$ cat src/rtl/smu_dribbler.sv
// Stack-cache dribbler: spills the entry at sbase when occupancy rises above high_mark, and fills from sbase+4 when it falls below low_mark.
// Requests are combinational from state and held while dcu_stall=1; fill data is written to the register file the cycle dcu_data_vld arrives.
module smu_dribbler #(
  parameter int DEPTH = 64,
  parameter int IDXW  = $clog2(DEPTH),
  parameter int BURST = 4
) (
  input  logic            clk,
  input  logic            reset,
  input  logic [31:0]     optop_in,
  input  logic            optop_we,
  input  logic [31:0]     sbase_in,
  input  logic            sbase_we,
  input  logic            dre,
  input  logic            int_abort,
  input  logic            flush,
  input  logic [IDXW-1:0] low_mark,
  input  logic [IDXW-1:0] high_mark,
  output logic            smu_ld,
  output logic            smu_st,
  output logic [31:0]     smu_addr,
  output logic [31:0]     smu_data,
  input  logic            dcu_stall,
  input  logic            dcu_data_vld,
  input  logic [31:0]     dcu_data,
  output logic [IDXW-1:0] smu_rf_addr,
  output logic            smu_we,
  output logic [31:0]     smu_rf_din,
  input  logic [31:0]     iu_rf_dout,
  output logic [31:0]     smu_sbase,
  output logic            smu_sbase_we,
  output logic            smu_hold
);

  typedef enum logic [2:0] {IDLE, SPILL, FILL_REQ, FILL_WAIT, DRAIN} state_t;

  state_t      state, state_nxt;
  logic [31:0] sbase_r, optop_r, sbase_nxt, optop_nxt, fill_addr;
  logic [31:0] diff, diff_nxt;
  logic [29:0] ent, ent_nxt, hi_w, lo_w;
  logic [3:0]  burst_cnt;
  logic        req_ok, start_ok, spill_acc, fill_done, op_done, burst_last;
  logic        unused_bits;

  function automatic state_t pick(input logic ok, input logic [29:0] e,
                                  input logic [29:0] hi, input logic [29:0] lo);
    if (ok && e > hi) return SPILL;
    if (ok && e < lo) return FILL_REQ;
    return IDLE;
  endfunction

  assign fill_addr  = sbase_r + 32'd4;
  assign diff       = sbase_r - optop_r;
  assign ent        = diff[31:2];
  assign hi_w       = 30'(high_mark);
  assign lo_w       = 30'(low_mark);
  assign req_ok     = !int_abort && !flush;
  assign start_ok   = dre && req_ok;
  assign spill_acc  = (state == SPILL) && req_ok && !dcu_stall;
  assign fill_done  = (state == FILL_WAIT) && dcu_data_vld && !flush && !sbase_we;
  assign op_done    = spill_acc || fill_done;
  assign burst_last = (burst_cnt == 4'(BURST - 1));

  // IU writes win over a same-cycle dribbler step; optop updates independently.
  always_comb begin
    sbase_nxt = sbase_r;
    if (sbase_we)       sbase_nxt = {sbase_in[31:2], 2'b00};
    else if (spill_acc) sbase_nxt = sbase_r - 32'd4;
    else if (fill_done) sbase_nxt = fill_addr;
  end

  assign optop_nxt = optop_we ? {optop_in[31:2], 2'b00} : optop_r;
  assign diff_nxt  = sbase_nxt - optop_nxt;
  assign ent_nxt   = diff_nxt[31:2];

  assign smu_sbase   = sbase_r;
  assign smu_hold    = dre && (ent >= 30'(DEPTH - 1));
  assign unused_bits = ^{sbase_in[1:0], optop_in[1:0], diff[1:0], diff_nxt[1:0]};

  always_comb begin
    state_nxt   = state;
    smu_st      = 1'b0;
    smu_ld      = 1'b0;
    smu_addr    = 32'd0;
    smu_data    = 32'd0;
    smu_rf_addr = '0;
    smu_we      = 1'b0;
    smu_rf_din  = 32'd0;
    case (state)
      IDLE: state_nxt = pick(start_ok, ent, hi_w, lo_w);
      SPILL: begin
        if (!req_ok) state_nxt = IDLE;
        else begin
          smu_st      = 1'b1;
          smu_addr    = sbase_r;
          smu_data    = iu_rf_dout;
          smu_rf_addr = sbase_r[IDXW+1:2];
        end
      end
      FILL_REQ: begin
        if (!req_ok) state_nxt = IDLE;
        else begin
          smu_ld      = 1'b1;
          smu_addr    = fill_addr;
          smu_rf_addr = fill_addr[IDXW+1:2];
          if (!dcu_stall) state_nxt = FILL_WAIT;
        end
      end
      FILL_WAIT: begin
        smu_rf_addr = fill_addr[IDXW+1:2];
        // Data arriving together with the flush is simply dropped.
        if (flush || sbase_we) state_nxt = dcu_data_vld ? IDLE : DRAIN;
        else if (dcu_data_vld) begin
          smu_we     = 1'b1;
          smu_rf_din = dcu_data;
        end
      end
      DRAIN: if (dcu_data_vld) state_nxt = IDLE;
      default: state_nxt = IDLE;
    endcase
    if (op_done) state_nxt = burst_last ? IDLE : pick(start_ok, ent_nxt, hi_w, lo_w);
  end

  always_ff @(posedge clk) begin
    if (reset) begin
      state        <= IDLE;
      sbase_r      <= 32'd0;
      optop_r      <= 32'd0;
      burst_cnt    <= 4'd0;
      smu_sbase_we <= 1'b0;
    end else begin
      state        <= state_nxt;
      sbase_r      <= sbase_nxt;
      optop_r      <= optop_nxt;
      smu_sbase_we <= op_done && !sbase_we;
      if (state_nxt == IDLE) burst_cnt <= 4'd0;
      else if (op_done)      burst_cnt <= burst_cnt + 4'd1;
    end
  end

endmodule

$ cat config.mk
export PLATFORM = sky130hd
export DESIGN_NAME = smu_dribbler
export DESIGN_NICKNAME = d
export VERILOG_FILES = /design/src/rtl/smu_dribbler.sv
export SDC_FILE = /design/constraint.sdc
export NUM_CORES = 1
export LEC_CHECK = 0
export CAP_MARGIN = 20
export CORE_ASPECT_RATIO = 0.5
export CORE_MARGIN = 2
export CORE_UTILIZATION = 35
export DETAILED_ROUTE_END_ITERATION = 10
export PLACE_DENSITY = 0.62
export SYNTH_ARGS = -nofsm -noshare
export SYNTH_HDL_FRONTEND = slang
export SYNTH_SLANG_ARGS = --single-unit
$ cat constraint.sdc
create_clock -name clk -period 5.65 [get_ports clk]
set_clock_uncertainty 0.15 [all_clocks]
set_input_delay 0.565 -clock clk [delete_from_list [all_inputs] [get_ports clk]]
set_output_delay 0.565 -clock clk [all_outputs]
set_load 0.02 [all_outputs]
# Word level (Yosys, flattened, before mapping)
# Index checks and enable logic that the tools add are counted.
[classes] n_lt_le_gt_ge=5 addsub=5 n_reduce_logical=22 n_eq_ne=5 muxes=48
[ops] cell="$mux 32" n=11
[ops] cell="$pmux 32 s2" n=1
[ops] cell="$sub 32x32->32" n=2
[ops] cell="$gt 30x6->1" n=2
[ops] cell="$lt 30x6->1" n=2
[ops] cell="$mux 3" n=16
[ops] cell="$add 32x3->32 const B" n=1
[ops] cell="$sub 32x3->32 const B" n=1
[ops] cell="$ge 30x6->1 const B" n=1
[ops] cell="$pmux 6 s3" n=1
[ops] cell="$mux 1" n=16
[ops] cell="$pmux 3 s5" n=1
[ops] cell="$logic_and 1x1->1" n=13
[ops] cell="$mux 6" n=2
[ops] cell="$eq 3x2->1 const B" n=2
[ops] cell="$logic_not 3->1" n=2
[ops] cell="$add 4x1->4 const B" n=1
[ops] cell="$eq 4x2->1 const B" n=1
[ops] cell="$logic_not 1->1" n=4
[ops] cell="$eq 3x1->1 const B" n=1
[ops] cell="$eq 3x3->1 const B" n=1
[ops] cell="$logic_or 1x1->1" n=2
[ops] cell="$reduce_or 2->1" n=1
[totals] word_cells=90 in_bits=149 ff_bits=72

# Depth between registers and ports, before layout
# Gate-level depths: netlist of run 1.
[depth] depth_word=20 depth_mapped=27 depth_no_buf=24

# Least setup slack after synthesis of run 1
# OpenSTA, ideal clock, no wires.
[synth_path] path_type="register -> register" start="register sbase_r[2], in the netlist smu_sbase[2]" end="register burst_cnt[0]" required_ns=5.365 stages_incl_launch_ff=22 arrival_time_ns=5.458 path_slack_ns=-0.094 setup_time_ns=0.135 n_path_buf=2 path_cell_list="dfxtp_1 ha_1 nand2_1 nor3_1 and3_1 and2_1 clkbuf_1 nand3_1 a211oi_1 xor2_1 mux2_2 ha_1 clkbuf_1 nand2_1 or4_1 o21a_1 o21ai_1 xnor2_1 nand4_1 or4_4 a221oi_4 a211oi_1"
[synth_between] elab_chain_len=16 elab_cells_between_ends=36 cone_classes="add/sub: 4; order compare: 4; mux: 22; reduce/logical: 6"
[synth_lines] element="start: declaration" line_no="38" text="logic [31:0] sbase_r, optop_r, sbase_nxt, optop_nxt, fill_addr;"
[synth_lines] element="start signal: assignment" line_no="133" text="sbase_r <= sbase_nxt;"
[synth_lines] element="$add 32x3->32" line_no="52" text="assign fill_addr = sbase_r + 32'd4;"
[synth_lines] element="$mux 32" line_no="69" text="else if (fill_done) sbase_nxt = fill_addr;"
[synth_lines] element="$mux 32 *" line_no="68" text="else if (spill_acc) sbase_nxt = sbase_r - 32'd4;"
[synth_lines] element="$mux 32 *" line_no="67" text="if (sbase_we) sbase_nxt = {sbase_in[31:2], 2'b00};"
[synth_lines] element="named net sbase_nxt[22]" line_no="38"
[synth_lines] element="$sub 32x32->32 *" line_no="73" text="assign diff_nxt = sbase_nxt - optop_nxt;"
[synth_lines] element="$lt 30x6->1" line_no="48" text="if (ok && e < lo) return FILL_REQ;"
[synth_lines] element="$logic_and 1x1->1" line_no="48"
[synth_lines] element="$mux 1 (2 in a row)" line_no="48"
[synth_lines] element="$mux 1" line_no="121" text="if (op_done) state_nxt = burst_last ? IDLE : pick(start_ok, ent_nxt, hi_w, lo_w);"
[synth_lines] element="$mux 3" line_no="49" text="return IDLE;"
[synth_lines] element="$mux 3 *" line_no="48"
[synth_lines] element="$mux 3 * (2 in a row)" line_no="121"
[synth_lines] element="$logic_not 3->1 *" line_no="136" text="if (state_nxt == IDLE) burst_cnt <= 4'd0;"
[synth_lines] element="$reduce_or 2->1 (no line) *"
[synth_lines] element="end signal: assignment" line_no="137" text="else if (op_done) burst_cnt <= burst_cnt + 4'd1;"
[synth_lines] element="end: declaration" line_no="41" text="logic [3:0] burst_cnt;"
# Mark *: on every way through the listed nets, which the timed path passes. The rest lies on a longest branch. The select of a mux whose other input is x is not followed.
# A chain may end at the register's enable or synchronous reset.

# Worst setup path in the final report of run 1
[layout_path] start="register sbase_r[3], in the netlist smu_sbase[3]" end="register burst_cnt[1]"
# Same word-level chain as after synthesis.

==> flow_summary.ini, run 1 <==
[final_layout]
final_layout_size_suffix_gt1_share_pct = 21.0
multi_input_area_um2 = 8390
finalNetCount = 2093
growth_of_design_area_from_synthesis_to_finish_pct = 57.8
filler_cell_count = 2683
finalInstanceArea_um2 = 15500
antenna_cells = 0
seq_area_um2 = 1440

[power]
clkPwrFrac_pct = 21.1
total_power_uw = 2840
netSwitchingFraction_pct = 41.3
power.density_nw_per_um2 = 182
power.net_switching_uw = 1170
cell_internal_pwr_uw = 1660
power.leakage_uw = 0.00674
pwr-share-seq_pct = 19.8
irDropWorstVdd_v = 0.000112
pwr-share-comb_pct = 59.1

[setup_path]
timing.rr.start = smu_sbase[3]$_SDFF_PP0_
startpoint_type = register
cp-end-kind = register
worstPathMaxFanout = 5
critPathArrivalTime_ps = 5600
timing.reg2reg.setup_slack_ps = 110
required_time_reported_for_the_critical_path_endpoint_ps = 5710
critical_path.reg2reg.endpoint = burst_cnt[1]$_SDFFE_PP0N_
worst-r2r-cell-count = 19
crit_type = register to register

[min_path]
timing.hold.worst.class = register to register
whs_path_depth = 2
hold_path.startpoint = optop_r[1]$_SDFF_PP0_
hold_end = optop_r[1]$_SDFF_PP0_

[route]
drt_first_iter_violations = 1398
drt_first_pass_iters = 6
route.vias.total = 12800
routed.top_layer = met4
detail_route.vias_per_cell = 5.72
drt-met1-wl_um = 23800
met2_wirelength_um = 20900
routed-wl-met3_um = 4860
route.detailed.wl_per_inst_um = 22.4
wirelength_um = 50300
detail_route.drc_violations = 0
antenna_left = 0

[place]
gp_routability_congestion = 0.962
placed_area_um2 = 14400
io_buffer_count = 283
detailed_place_hpwl_um = 41300

[synth]
synth_area_um2 = 9850
synthTopCellsByArea = dfxtp_1 (15%), ha_1 (11%), a21oi_1 (5.4%), nand2_1 (5.0%), nor2_1 (4.7%)
syn_inst = 1407
yosys_warnings = 0
synth_commonest_cells = nand2_1 (132), nor2_1 (123), a21oi_1 (106), o21ai_0 (87), ha_1 (85)
post_synthesis_average_cell_area_um2 = 7.00
synthArstFlopShare_pct = 0
netlist.area_leader.share_pct = 14.6
yosysSeqAreaShare_pct = 14.6
netlist.top_cell.by_area = dfxtp_1
synth_enable_flop_cells = 0
synth-seq-cells = 72
dominantRegCellSynth = dfxtp_1
synthMostInstantiatedCell = nand2_1
synth.net_count = 1641
number_of_different_library_cells_in_the_post_synthesis_netlist = 82

[cts]
cts.clk_slew.worst_paths_ps = 70
tritoncts = built
number_of_buffers_created_by_cts = 9
cts_root_buf = clkbuf_16
cts_hold_repair_buffers = 0
cts_htree_levels = 3
clock_tree.buffer_depth = 2
clk-insertion-delay-late_ps = 350
cts_sinks = 72

[sta]
final-setup-viol-count = 0
max_slew.worst_pin.slew_ps = 1010
finalHoldViolCount = 0
layout_min_cycle_time_ps = 5540
max_slew_margin_pct = 32.2
final_period_utilization_pct = 98.0
max_freq_ghz = 0.181
whs_ps = 325
setup_tns_ps = 0
drv_slew = 0
setup_repair_after_global_routing_missed_its_margin = yes

[global_routing]
gr-usage-all-layers_pct = 33.6
grt_start_max_net_pins = 43
globalRoute.totalOverflow = 0
grt_first_pass_wirelength_um = 74300
grt_pass1_vias = 12100
grt_antenna_before_repair = 0

[die]
rows = 43
die_height_um = 123
floorplan.core_area_um2 = 27700
dieArea_um2 = 29600
floorplan.io_pins = 288
initial_core_util_pct = 35.6
die_x_um = 241

[status]
run_status = complete, no violations

[run]
maxCapViolCount = 0
==> metrics by stage <==
step | utilization [%] | std cells | setup slack, ps
3_5_place_dp | 52.0 | 2197 | -759
6_report | 56.1 | 2246 | 112
2_1_floorplan | - | 1407 | 41.6
5_1_grt | 56.1 | 2246 | -57.9
3_3_place_gp | 52.0 | 2197 | -639
4_1_cts | 54.6 | 2230 | 2.91
==> how the worst max path moves through the flow <==
stage	start	endpoint	slack (ps)	cells past startpoint
2_1_floorplan	flush	burst_cnt[0]$_SDFFE_PP0N_	40	25
3_3_place_gp	flush	burst_cnt[2]$_SDFFE_PP0N_	-640	23
3_5_place_dp	flush	burst_cnt[3]$_SDFFE_PP0N_	-760	23
4_1_cts	smu_sbase[5]$_SDFF_PP0_	burst_cnt[1]$_SDFFE_PP0N_	3	24
5_1_grt	state[2]$_SDFF_PP0_	burst_cnt[2]$_SDFFE_PP0N_	-60	24
6_report	smu_sbase[3]$_SDFF_PP0_	burst_cnt[1]$_SDFFE_PP0N_	110	19
==> routing by layer <==
metal	vias to the layer above	global-route usage, %
met5	-	0
met4	0	6.02
met3	56	6.12
met2	624	50.6
met1	6122	49.8
li1	6041	-
==> layout make-up <==
type | instances | share of cell area [%]
clock buffers | 10 | 1.47
clock inverters | 6 | 0.435
inverters | 72 | 1.74
multi-input cells | 1182 | 54.0
flip-flops and latches | 72 | 9.29
well taps | 382 | 3.08
repair buffers | 522 | 30.0
==> worst max-delay path, cell delays in order, from the launching register on <==
cell and delay (ps):
dfxtp_2 330, or4_4 580, nand4b_1 350, nor4_4 320, buf_4 150, buf_4 90
buf_4 90, a22oi_1 60, xnor2_1 140, mux2_4 310, ha_4 300, nand2_1 60
or4_1 510, o21a_1 210, o21ai_1 150, xnor2_1 140, nand4_1 190, or4_4 650
a221oi_4 470, a211oi_2 130
==> power by group through the flow <==
| stage | sequential [µW] | combinational, µW | clock, µW |
|---|---|---|---|
| after floorplan | 580 | 816 | 0 |
| after global placement | 569 | 1480 | 0 |
| after detailed placement | 570 | 1490 | 0 |
| after CTS | 559 | 1570 | 602 |
| after global routing | 563 | 1810 | 625 |
| final | 561 | 1680 | 598 |
==> placed cells by master, fill, tap and decap left out, drive strengths merged, types with 21 or more instances in the layout <==
master         Yosys  layout
clkdlybuf4s50      0     277
buf               16     242
nand2            132     132
nor2             123     123
a21oi            106     106
o21ai             91      91
ha                85      85
inv               72      74
dfxtp             72      72
and2              67      67
and3              58      58
mux2i             40      40
nand3             40      40
xnor2             39      39
nor3              37      37
a21o              36      36
xor2              33      33
a211oi            21      21
==> cells by family (layout without fill, tap and decap cells) <==
| family | after synthesis | count (layout) | synth area share (%) |
|---|---|---|---|
| simple gates | 572 | 572 | 30.1 |
| flops | 72 | 72 | 14.6 |
| compound gates | 401 | 401 | 26.6 |
| xor+xnor | 72 | 72 | 6.40 |
| fa+ha+maj | 85 | 85 | 10.8 |
| mux | 52 | 52 | 5.44 |
| buf+inv | 153 | 610 | 6.00 |
==> state kept, by name, summed over array words and instances (netlist names) <==
signal,count
burst_cnt,4
smu_sbase_we,1
optop_r,32
state,3
smu_sbase,32
==> repair_timing <==
action,4_1_cts,5_1_grt
resized for setup,82,61
pin swaps,39,35
buffers inserted,17,16
endpoints found under the setup margin,5,6
No activity file was read; power rests on OpenSTA's default activity.
==> run 2: changes to the inputs <==
--- a/config.mk
+++ b/config.mk
@@ -14,3 +14,4 @@
 export SYNTH_ARGS = -nofsm -noshare
 export SYNTH_HDL_FRONTEND = slang
 export SYNTH_SLANG_ARGS = --single-unit
+export TNS_END_PERCENT = 20
==> results of run 2 <==
No change in the layout: final DEF, timing and power equal those of run 1.
